## src/rtl/pulse_seq_pkg.sv

```systemverilog
`default_nettype none
// +-------------------------------------------------------------------------+
// | pulse_seq_pkg : state encoding and default widths for pulse_sequencer   |
// | Revision 1.0                                                            |
// +-------------------------------------------------------------------------+
package pulse_seq_pkg;

  localparam int PERIOD_W_DEF = 16;
  localparam int COUNT_W_DEF  = 8;

  localparam logic [1:0] ST_IDLE = 2'd0;
  localparam logic [1:0] ST_RUN  = 2'd1;
  localparam logic [1:0] ST_DONE = 2'd2;

endpackage
`default_nettype wire

```

## src/rtl/interval_timer.sv

```systemverilog
`default_nettype none
// +-------------------------------------------------------------------------+
// | interval_timer : loadable down-counter, reloads itself when it hits 0   |
// | Revision 1.0                                                            |
// +-------------------------------------------------------------------------+
module interval_timer #(
  parameter int WIDTH = 16
) (
  input  logic             clk,
  input  logic             rst,
  input  logic             load,
  input  logic             enable,
  input  logic [WIDTH-1:0] reload,
  output logic             zero
);

  logic [WIDTH-1:0] value_q;
  logic [WIDTH-1:0] value_d;

  // Reloading at zero instead of decrementing means the counter never wraps.
  always_comb begin
    value_d = value_q;
    if (load) begin
      value_d = reload;
    end else if (enable) begin
      if (value_q == '0) value_d = reload;
      else               value_d = value_q - WIDTH'(1);
    end
  end

  always_ff @(posedge clk) begin
    if (rst) value_q <= '0;
    else     value_q <= value_d;
  end

  assign zero = (value_q == '0);

endmodule
`default_nettype wire

```

## src/rtl/pulse_sequencer.sv

```systemverilog
`default_nettype none
// +-------------------------------------------------------------------------+
// | pulse_sequencer : emits COUNT single-cycle pulses PERIOD cycles apart   |
// | Revision 1.0                                                            |
// +-------------------------------------------------------------------------+
module pulse_sequencer
  import pulse_seq_pkg::*;
#(
  parameter int PERIOD_W = PERIOD_W_DEF,
  parameter int COUNT_W  = COUNT_W_DEF
) (
  input  logic                clk,
  input  logic                rst,
  input  logic                start,
  input  logic [PERIOD_W-1:0] period,
  input  logic [COUNT_W-1:0]  count,
  input  logic                abort,
  output logic                busy,
  output logic                pulse,
  output logic [COUNT_W-1:0]  index,
  output logic                done
);

  logic [1:0]          state_q,  state_d;
  logic [PERIOD_W-1:0] period_q, period_d;
  logic [COUNT_W-1:0]  count_q,  count_d;
  logic [COUNT_W-1:0]  idx_q,    idx_d;
  logic [COUNT_W-1:0]  index_q,  index_d;
  logic                pulse_q,  pulse_d;
  logic                done_q,   done_d;
  logic                busy_q,   busy_d;

  logic [PERIOD_W-1:0] start_reload;
  logic [PERIOD_W-1:0] tmr_reload;
  logic                tmr_load;
  logic                tmr_en;
  logic                tmr_zero;

  interval_timer #(
    .WIDTH (PERIOD_W)
  ) u_interval_timer (
    .clk    (clk),
    .rst    (rst),
    .load   (tmr_load),
    .enable (tmr_en),
    .reload (tmr_reload),
    .zero   (tmr_zero)
  );

  // period 0 behaves like period 1; period_q holds P-1 directly.
  assign start_reload = (period == '0) ? '0 : period - PERIOD_W'(1);

  always_comb begin
    state_d    = state_q;
    period_d   = period_q;
    count_d    = count_q;
    idx_d      = idx_q;
    index_d    = '0;
    pulse_d    = 1'b0;
    done_d     = 1'b0;
    busy_d     = 1'b0;
    tmr_load   = 1'b0;
    tmr_en     = 1'b0;
    tmr_reload = period_q;

    case (state_q)
      ST_IDLE: begin
        if (start) begin
          period_d = start_reload;
          count_d  = count;
          idx_d    = '0;
          if (count != '0) begin
            state_d    = ST_RUN;
            busy_d     = 1'b1;
            tmr_load   = 1'b1;
            tmr_reload = start_reload;
          end else begin
            state_d = ST_DONE;
            done_d  = 1'b1;
          end
        end
      end

      ST_RUN: begin
        if (abort) begin
          state_d = ST_IDLE;
        end else begin
          // busy stays up through the cycle showing the final pulse.
          busy_d = 1'b1;
          tmr_en = 1'b1;
          if (tmr_zero) begin
            pulse_d = 1'b1;
            index_d = idx_q;
            idx_d   = idx_q + COUNT_W'(1);
            if (idx_q == count_q - COUNT_W'(1)) state_d = ST_DONE;
          end
        end
      end

      ST_DONE: begin
        state_d = ST_IDLE;
        // A zero-count train already strobed done on entry.
        done_d  = ~done_q;
      end

      default: state_d = ST_IDLE;
    endcase
  end

  always_ff @(posedge clk) begin
    if (rst) begin
      state_q  <= ST_IDLE;
      period_q <= '0;
      count_q  <= '0;
      idx_q    <= '0;
      index_q  <= '0;
      pulse_q  <= 1'b0;
      done_q   <= 1'b0;
      busy_q   <= 1'b0;
    end else begin
      state_q  <= state_d;
      period_q <= period_d;
      count_q  <= count_d;
      idx_q    <= idx_d;
      index_q  <= index_d;
      pulse_q  <= pulse_d;
      done_q   <= done_d;
      busy_q   <= busy_d;
    end
  end

  assign busy  = busy_q;
  assign pulse = pulse_q;
  assign index = index_q;
  assign done  = done_q;

endmodule
`default_nettype wire

```

## config.mk

```make
export PLATFORM = sky130hd
export DESIGN_NAME = pulse_sequencer
export DESIGN_NICKNAME = d
export VERILOG_FILES = /design/src/rtl/pulse_seq_pkg.sv /design/src/rtl/interval_timer.sv /design/src/rtl/pulse_sequencer.sv
export SDC_FILE = /design/constraint.sdc
export NUM_CORES = 1
export LEC_CHECK = 0
export CORE_MARGIN = 5
export CORE_UTILIZATION = 55
export CTS_CLUSTER_DIAMETER = 40
export CTS_CLUSTER_SIZE = 8
export DETAILED_ROUTE_END_ITERATION = 10
export PLACE_DENSITY = 0.89
export RECOVER_POWER = 100
export SLEW_MARGIN = 10
export SYNTH_ARGS = -nofsm -noshare
export SYNTH_HDL_FRONTEND = slang
export SYNTH_SLANG_ARGS = --single-unit
```

## constraint.sdc

```tcl
create_clock -name clk -period 5 [get_ports clk]
set_input_delay 1.5 -clock clk [delete_from_list [all_inputs] [get_ports clk]]
set_output_delay 1.5 -clock clk [all_outputs]
set_load 0.01 [all_outputs]
```

Word-level counts from Yosys, hierarchy flattened:

Cells that the tools add are included.

* input port bits: 28
* bits in registers: 61
* output and inout bits: 11

* reductions and logical operators: 11
* bitwise operators: 3
* add/subtract/negate cells: 4
* mux-type cells: 27
* equality and inequality tests: 8

Operators by type and width (count)
* two-way mux 16 bit: 7
* zero test 16 bit: 2
* subtractor 16 x 1 -> 16 bit, second input constant: 2
* two-way mux 8 bit: 3
* one-hot mux 8 bit (2 select lines): 1
* two-way mux 2 bit: 5
* adder 8 x 1 -> 8 bit, second input constant: 1
* == test 8 bit: 1
* two-way mux 1 bit: 8
* nonzero test 8 bit: 1
* subtractor 8 x 1 -> 8 bit, second input constant: 1
* inequality test 2 bit, second input constant: 3
* inequality test 3 bit, second input constant: 2
* one-hot mux 1 bit (2 select lines): 2
* one-hot mux 2 bit (2 select lines): 1
* AND reduction 4 bit: 1
* nonzero test 2 bit: 2
* OR reduction 4 bit: 1
* inverter 1 bit: 3
* AND reduction 3 bit: 1
* OR reduction 3 bit: 1
* == test 2 x 1 -> 1 bit, second input constant: 1
* == test 2 bit, second input constant: 1
* zero test 2 bit: 1
* AND reduction 2 bit: 1

Logic depth before layout (Yosys ltp):

Gate-level depths: netlist (run 1).

* depth after elaboration: 8
* gate-level depth with buffers: 8
* depth with buffers taken out: 8

Cells and area by module:

A second synthesis (run 1) with hierarchy kept.

* cells, all modules: 437
* area total of the unflattened synthesis: 3482.1 um^2

By module, submodules not included
* pulse_sequencer: seq. area each 900.9 um^2, times used 1, cells an instance 292, area each 2311.0 um^2
* interval_timer: seq. area each 320.3 um^2, times used 1, cells an instance 145, area each 1171.1 um^2

Worst setup path after synthesis (run 1):

OpenSTA, ideal clock, no wires.

* kind: input to register
* start point: input period[5]
* end point: register period_q[11]
* buffers on the path: 0
* data arrival time: 3096 ps
* library setup time: 86 ps
* required time: 4914 ps
* stages: 6
* slack: 1818 ps
* cell sequence: nor4_4 -> nand2_1 -> or4_1 -> or3_1 -> mux2i_1 -> a211oi_1

* longest elaborated chain between the ends: 2

RTL lines
* from (decl): RTL line pulse_sequencer.sv:15 `input logic [PERIOD_W-1:0] period,`
* subtractor 16 x 1 -> 16 bit or zero test 16 bit (tied branches): RTL line pulse_sequencer.sv:51 `assign start_reload = (period == '0) ? '0 : period - PERIOD_W'(1);`
* two-way mux 16 bit *: RTL line pulse_sequencer.sv:51
* to (signal assigned): RTL line pulse_sequencer.sv:122 `period_q <= period_d;`
* to (decl): RTL line pulse_sequencer.sv:25 `logic [PERIOD_W-1:0] period_q, period_d;`

Every way passes the cells marked *; elsewhere a longest branch is shown, timed or not.
A chain may end at the register's enable or synchronous reset.

Worst setup path in the final report (run 1):

* start point: input period[2]
* end point: register period_q[11]

Same word-level chain as after synthesis.

==> run summary, run 1 <==
The flow ran to the end, and the final reports show no timing, DRC or antenna violations. The run gives 495 as the net total in the final layout. The share of total power dissipated in sequential elements is 46.0%.

The worst setup slack after placement was 1.09 ns; the fraction of final layout cells with drive strength greater than 1 was 7.71%. In this run the cell area of the synthesized design comes to 3360 sq um. Across the VDD grid, the largest voltage drop is 274 uV. The share of flip-flops with an asynchronous set or reset works out to 0%. Final antenna diode count: 0.

The share of total power dissipated in combinational logic is 20.5%. Counting flops and latches in the post-synthesis netlist gives 61. The type of the tightest min-delay check is reg -> reg.

The wire length of the first global-routing pass was 14500 um. The tools report the clock tree root driver cell as clkbuf_8. When the netlist entered floorplanning its net count stood at 458.

The time the worst path needs with I/O delays and setup is 4.12 ns, and the number of port buffers is 38. For the detailed placer's ending HPWL, the log shows 6280 um. Entering global routing, the biggest net connects 28 pins. TritonCTS built the clock tree.

Traced cell by cell, the critical path runs through dlygate4sd3_1 > nor4_1 > nand2_1 > or4_1 > or3_1 > mux2i_1 > a211oi_1. For the clock skew after layout, the log shows 0.00952 ns. In this run switching power makes up 32.0% of total power. The top cell type by area accounts for 36.3% of the synthesized area. The later pin in the worst-skew pair is clocked with a latency of 0.36 ns.

The number of primary I/O pins came out at 39. At the end of routability-driven placement, the weighted congestion stood at 1.01. Buffers added to address setup during post-CTS repair amount to 0.

The register area share after synthesis came out at 36.3%. The clock drives 61 sinks. For this block, the initial DRC count from the detailed router was 239.

The aggregate global routing overflow was 0. The critical path in this run is classified as in -> reg. STA classifies the critical path startpoint as an input pin.

For this configuration, the core starts out at a cell density of 56.8%. By instance count, the leading cell after synthesis is dfxtp_1. The count of unresolved DRC violations after routing came out at 0.

First-pass iteration count of the detailed router: 5. The most used flip-flop cell after synthesis is dfxtp_1. Dividing total power by cell area gives a power density of 297 nW/um^2. For the placed instance count, the log shows 526. Detailed routing inserted a total of 3308 vias. After clock tree synthesis, the flow added hold-fix buffers numbering 0. Sorting the synthesized cells by how often they occur yields dfxtp_1 (61), nor2_1 (50), nand2_1 (39). Across every metal layer, demand over resource in global routing totals 24.0%. The die is 88.2 um tall. The mean number of vias per cell was 6.10; the top fanout value on the critical path was 6. The worst-path cell with the longest stage delay was nor4_1. Final routed wirelength across all metal layers: 8730 um. Once the clock tree was built, the resizer swapped 0 gates to a different size. The internal power was 796 uW.

For the max-capacitance violation count, the log shows 0. The die covers 7780 sq um. The sum of negative setup slack came out at 0 ns. Excluding fillers, the count of instances in the completed layout stands at 542. The number of slew-limit violations in the final report is 0, and the clock-pin transition on the worst setup and hold timing paths is 0.07 ns. The Yosys warning count is 0, and the leakage power total is 0.00144 uW. The final worst-path cycle share is 82.4%.

After routing the design area is 3940 sq um. Measured against its own limit, the worst slew margin works out to 24.9%. Once placement finished, the instance area stood at 3810 sq um. Setup repair after global routing left no endpoint under its margin. Ranked by total cell area, the synthesized netlist is headed by dfxtp_1 (36%), nor2_1 (5.6%), a21oi_1 (5.2%), nor3_1 (4.8%), nand2_1 (4.4%). The run gives 33.5% as the fraction of power consumed by the clock network. Number of global-route vias before repair: 3118. Synthesis produced 425 cells. After floorplanning, the core was sized to cover 5920 sq um. Dividing the detail-routed wire length by the instance count gives 16.1 um. For the required time reported for the critical path endpoint, the log shows 5.18 ns.

At the pin with the least slew margin, the transition time is 1.13 ns. In this run the number of H-tree levels came out at 3. In this run the remaining antenna-violating nets after routing total 0. The number of placement rows is 28, and the clock buffer count from CTS is 9. The top achievable clock speed is 0.243 GHz, and the maximum buffer depth of the clock tree is 2.

The logs give 0 for the number of failing hold endpoints at the final stage and 374 uW for the net switching power. Worst stage delay on the critical path: 0.73 ns. For the worst setup path, the data arrival time is 4.31 ns. The area overhead of the layout relative to synthesis came out at 17.2%. The count of flip-flops with a built-in enable after synthesis was 0. The initial antenna violation count is 0.

Setup violations remaining at the end of the flow were counted as 0. The kind of end point of the critical path is a flop. Averaged over all synthesized cells, the footprint is 7.92 sq um. The synthesized netlist contains 61 unique library cells. dfxtp_1 takes more of the synthesized area than any other cell. The die is 88.2 um wide. Worst path setup slack after routing: 0.878 ns.
[power by group through the flow]
stage | Sequential (uW) | Clock [uW] | Combinational, uW
after floorplan | 541 | 0 | 173
after global placement | 547 | 0 | 236
after detailed placement | 548 | 0 | 241
after CTS | 537 | 401 | 243
after global routing | 542 | 426 | 267
final | 538 | 392 | 240
[layout make-up]
cell class | instances | area (sq um)
inverters | 12 | 45.0
clock buffers | 9 | 124
clock inverters | 7 | 52.6
flip-flops and latches | 61 | 1220
repair buffers | 46 | 425
multi-input cells | 332 | 1980
fillers | 517 | 1980
well taps | 75 | 93.8
[layout by cell type (no fill, tap or decap), types with 4 or more instances in the layout]
| cell | instances |
|---|---|
| or4_1 | 5 |
| clkbuf_8 | 9 |
| clkinv_4 | 4 |
| ha_1 | 5 |
| o21ai_0 | 17 |
| nor2_1 | 50 |
| a22oi_1 | 4 |
| clkdlybuf4s50_1 | 20 |
| xor2_1 | 8 |
| xnor2_1 | 16 |
| nor3_1 | 32 |
| nand2_1 | 39 |
| or3_1 | 8 |
| nand2b_1 | 6 |
| nand4_1 | 4 |
| dlygate4sd3_1 | 18 |
| a211oi_1 | 13 |
| nand3_1 | 14 |
| inv_1 | 12 |
| a21oi_1 | 35 |
| or2_2 | 4 |
| and2_0 | 5 |
| nor4_1 | 6 |
| and2_1 | 6 |
| buf_4 | 4 |
| clkbuf_1 | 4 |
| dfxtp_1 | 61 |
[per-stage QoR]
step                util [%]  power, uW  hold slack [ns]
floorplan                  -        714            0.436
global placement        64.4        782            0.444
detailed placement      64.4        789            0.449
CTS                     67.4       1180            0.460
global route            66.6       1230            0.486
finish                  66.6       1170            0.459
[worst max-delay path, delay by kind of cell]
family / cells / cell delay, ns
muxes: 1 / 0.23
AOI/OAI and AO/OA: 1 / 0.11
and+or+nand+nor: 4 / 1.86
buffers and inverters: 1 / 0.60
[registers in the layout (all words and copies together) (netlist names)]
register and count:
busy 1, idx_q 8, pulse 1, index 8, count_q 8, period_q 16, state_q 2, done 1
u_interval_timer.value_q 16
[layer usage]
layer / global-route usage, % / wire, um / vias to the layer above
met2: 38.3 / 4110 / 122
met5: 0 / 0 / -
met1: 30.1 / 3810 / 1553
met3: 7.26 / 643 / 20
li1: - / - / 1613
met4: 10.7 / 166 / 0
[kinds of logic after synthesis]
family,share of synthesized area [%]
and+or+nand+nor,31.1
AOI/OAI and AO/OA,19.3
DFF,36.3
buffers and inverters,3.90
xor gates and xnor gates,6.25
adders and majority gates,1.86
muxes,1.26
[path summary, 6_finish.rpt]
path,from,endpoint,slack (ns),cells past startpoint
setup reg to reg,state_q[0],idx_q[5],2.46,6
hold reg to reg,period_q[5],period_q[5],0.46,2
setup / recovery,period[2],period_q[11],0.88,7
hold / removal,period_q[5],period_q[5],0.46,2
No activity file was read; power rests on OpenSTA's default activity.
==> run 2: changes to the inputs <==
- CORE_UTILIZATION: 55 -> 51
- PLACE_DENSITY: 0.89 -> 0.87
- clock period: 5 -> 3.4 ns (I/O delays scaled with it)
==> run 2 against run 1 <==
Effect of this change:
- via count shrank 1.4%
- clock power grew 83%
- non-clock buffer count grew 4
- global-route usage shrank 3.1 points
- power grew 60%
- flip-flop and latch count is the same
- sequential power grew 47%
- clock skew shrank 0.0015 ns
- hold slack gained 0.0058 ns
- critical path type unchanged
- largest power group unchanged
==> run summary, run 2 (synthesis gave the netlist of run 1 again) <==
The flow ran to the end, and the final reports show no timing, DRC or antenna violations. The tools report the maximum buffer depth of the clock tree as 2 (unchanged). The mean routed wirelength per cell is 15.4 um (was 16.1 um), and the number of sinks driven by the clock tree is 61 (unchanged). Total via count in the routed design: 3263 (was 3308).

Category of the most critical setup path: in -> reg (unchanged). The tools report the worst-case headroom to the max-slew limit as 26.1% (was 24.9%). The number of resized instances in the post-cts repair step came out at 0 (unchanged). The count of routing violations after the opening detailed-route iteration was 296 (was 239); the horizontal die dimension was 91.2 um (was 88.2 um). The areal power density over the cells came out at 461 nW/um^2 (was 297 nW/um^2). The leakage power total was 0.00149 uW (was 0.00144 uW); the number of global-route vias before repair was 3041 (was 3118).

The number of failing hold endpoints at the final stage is 0 (unchanged), and the mean number of vias per cell is 5.95 (was 6.10). Type of the tightest min-delay check: reg -> reg (unchanged). For the final-report setup violation count, the log shows 0 (unchanged).

For the number of placement rows, the log shows 29 (was 28). Top achievable clock speed: 0.322 GHz. The weighted congestion at the end of routability-driven global placement is 0.970 (was 1.01). The type of element launching the critical path was an input pin (unchanged). Clock skew after layout: 0.00797 ns (was 0.00952 ns).

Highest-count cells in the layout ignoring fill and taps: dfxtp_1 (61), nor2_1 (50), nand2_1 (39) (unchanged). Number of levels in the clock H-tree: 3 (unchanged). The kind of end point of the critical path is a flop (unchanged).

The remaining antenna violation count came out at 0 (unchanged). Clock tree root driver cell: clkbuf_8 (unchanged). The run gives 0 (unchanged) as the max-capacitance violation count.

Registers with the most flip-flops: period_q (16), u_interval_timer.value_q (16) (unchanged). The number of port buffers is 38 (unchanged). The leading cell type in the layout, fill and taps excluded is dfxtp_1 (unchanged). The worst reg2reg path endpoint was u_interval_timer.value_q[12] (was idx_q[5]). Area overhead of the layout relative to synthesis: 20.7% (was 17.2%). The first-pass iteration count of the detailed router came out at 4 (was 5). The final routed wirelength across all metal layers is 8420 um (was 8730 um), and the number of primary I/O pins is 39 (unchanged). For the pin count of the biggest net entering global routing, the log shows 27 (was 28). The tools report the required time reported for the critical path endpoint as 3.64 ns (was 5.18 ns). The run gives 0 (unchanged) as the number of post-CTS setup repair buffers. Total core area: 6390 sq um (was 5920 sq um).

The total chip power came out at 1870 uW (was 1170 uW). The logs give 0 (unchanged) for the number of slew-limit violations in the final report and 9 (unchanged) for the clock buffer count from CTS. The top fanout value on the critical path works out to 10 (was 6). Setup repair after global routing left no endpoint under its margin. The maximum ir drop on the vdd rail is 312 uV (was 274 uV).

Clock network latency to the later pin of the worst-skew pair: 0.35 ns (was 0.36 ns). The vertical extent of the die is 91.2 um (was 88.2 um). The final worst-path cycle share is 91.3%.

The worst-margin pin slew is 1.11 ns (was 1.13 ns). Critical path startpoint: abort (was period[2]). The smallest clock period supported by the final layout is computed as 3.11 ns. The initial antenna violation count was 0 (unchanged); the worst hold path cell count was 2 (unchanged). Reg-to-reg critical path startpoint: u_interval_timer.value_q[2] (was state_q[0]). Starting utilization of the core area: 52.7% (was 56.8%). The sum of negative setup slack was 0 ns (unchanged); the register-to-register setup slack was 0.74 ns (was 2.46 ns). The number of cells on the worst reg-to-reg path came out at 6 (unchanged). The end point of the critical path is idx_q[7] (was period_q[11]). The logs give 0 (unchanged) for the aggregate global routing overflow and 0 (unchanged) for the final antenna diode count.

The overall global routing resource usage came out at 20.9% (was 24.0%). The clock-pin transition on the worst setup and hold timing paths came out at 0.07 ns (about the same). The wire length of the first global-routing pass is 14300 um (was 14500 um).

TritonCTS built the clock tree. For the die area, the log shows 8320 sq um (was 7780 sq um). The detailed placer's ending HPWL is 6190 um (was 6280 um). For the endpoint arrival time on the critical path, the log shows 3.35 ns (was 4.31 ns). For the net total in the final layout, the log shows 499 (was 495). The tools report the number of inserted filler cells in the final layout as 546 (was 517). Number of hold buffers added after CTS: 0 (unchanged). Count of unresolved DRC violations after routing: 0 (unchanged). The fraction of final layout cells with drive strength greater than 1 is 9.34% (was 7.71%).
## run 2: cell count changes in the layout (fill, tap and decap cells not counted), sizes merged
cell and delta:
bufinv +2, clkdlybuf4s50 +2, inv +2, clkinvlp +1, dlygate4sd3 -2, buf +6, clkbuf -2, clkinv -5
## run 2: stage by stage
step | cells | area, sq um | hold slack [ns] | util (%) | worst slack (ns)
final | 548 | 4060 | 0.465 | 63.6 | 0.295
after global placement | 532 | 3860 | 0.444 | 60.4 | 0.249
after global routing | 548 | 4060 | 0.493 | 63.6 | 0.223
after detailed placement | 532 | 3860 | 0.450 | 60.4 | 0.201
after CTS | 548 | 4080 | 0.462 | 63.9 | 0.560
after floorplan | 425 | 3360 | 0.436 | - | 0.698
## run 2: how the worst min path moves through the flow
stage,start,endpoint,slack [ns]
2_1_floorplan,period_q[13],period_q[13],0.44
3_3_place_gp,period_q[7],period_q[7],0.44
3_5_place_dp,period_q[5],period_q[5],0.45
4_1_cts,period_q[5],period_q[5],0.46
5_1_grt,period_q[5],period_q[5],0.49
6_report,period_q[5],period_q[5],0.46
## run 2: report_power, final
| group | total (uW) | switching, uW | internal, uW |
|---|---|---|---|
| combinational | 360 | 202 | 158 |
| clock | 718 | 303 | 416 |
| sequential | 793 | 39.4 | 753 |
| total | 1870 | 544 | 1330 |
## run 2: final cells by class
type                       count  area (sq um)  share of cell area (%)
tap                           77          96.3                    2.37
clock buffer                   9           124                    3.05
multi-input combinational    332          2000                    49.3
inverter                      12          45.0                    1.11
clock inverter                 7          97.6                    2.40
sequential                    61          1220                    30.1
timing repair buffer          50           475                    11.7
## run 2: per-layer routing
metal / vias to the layer above / part of all wire, % / GRT usage (%)
met4: 0 / 3.2 / 11.1
met2: 92 / 48 / 32.9
met5: - / 0 / 0
met1: 1523 / 43 / 26.5
li1: 1624 / - / -
met3: 24 / 6.0 / 4.96
## run 2: critical path: stages
cell           delay (ns)
dlygate4sd3_1        0.55
nor3b_1              0.78
nand3_2              0.41
nor3_1               0.37
xnor2_1              0.15
nor2_1               0.05
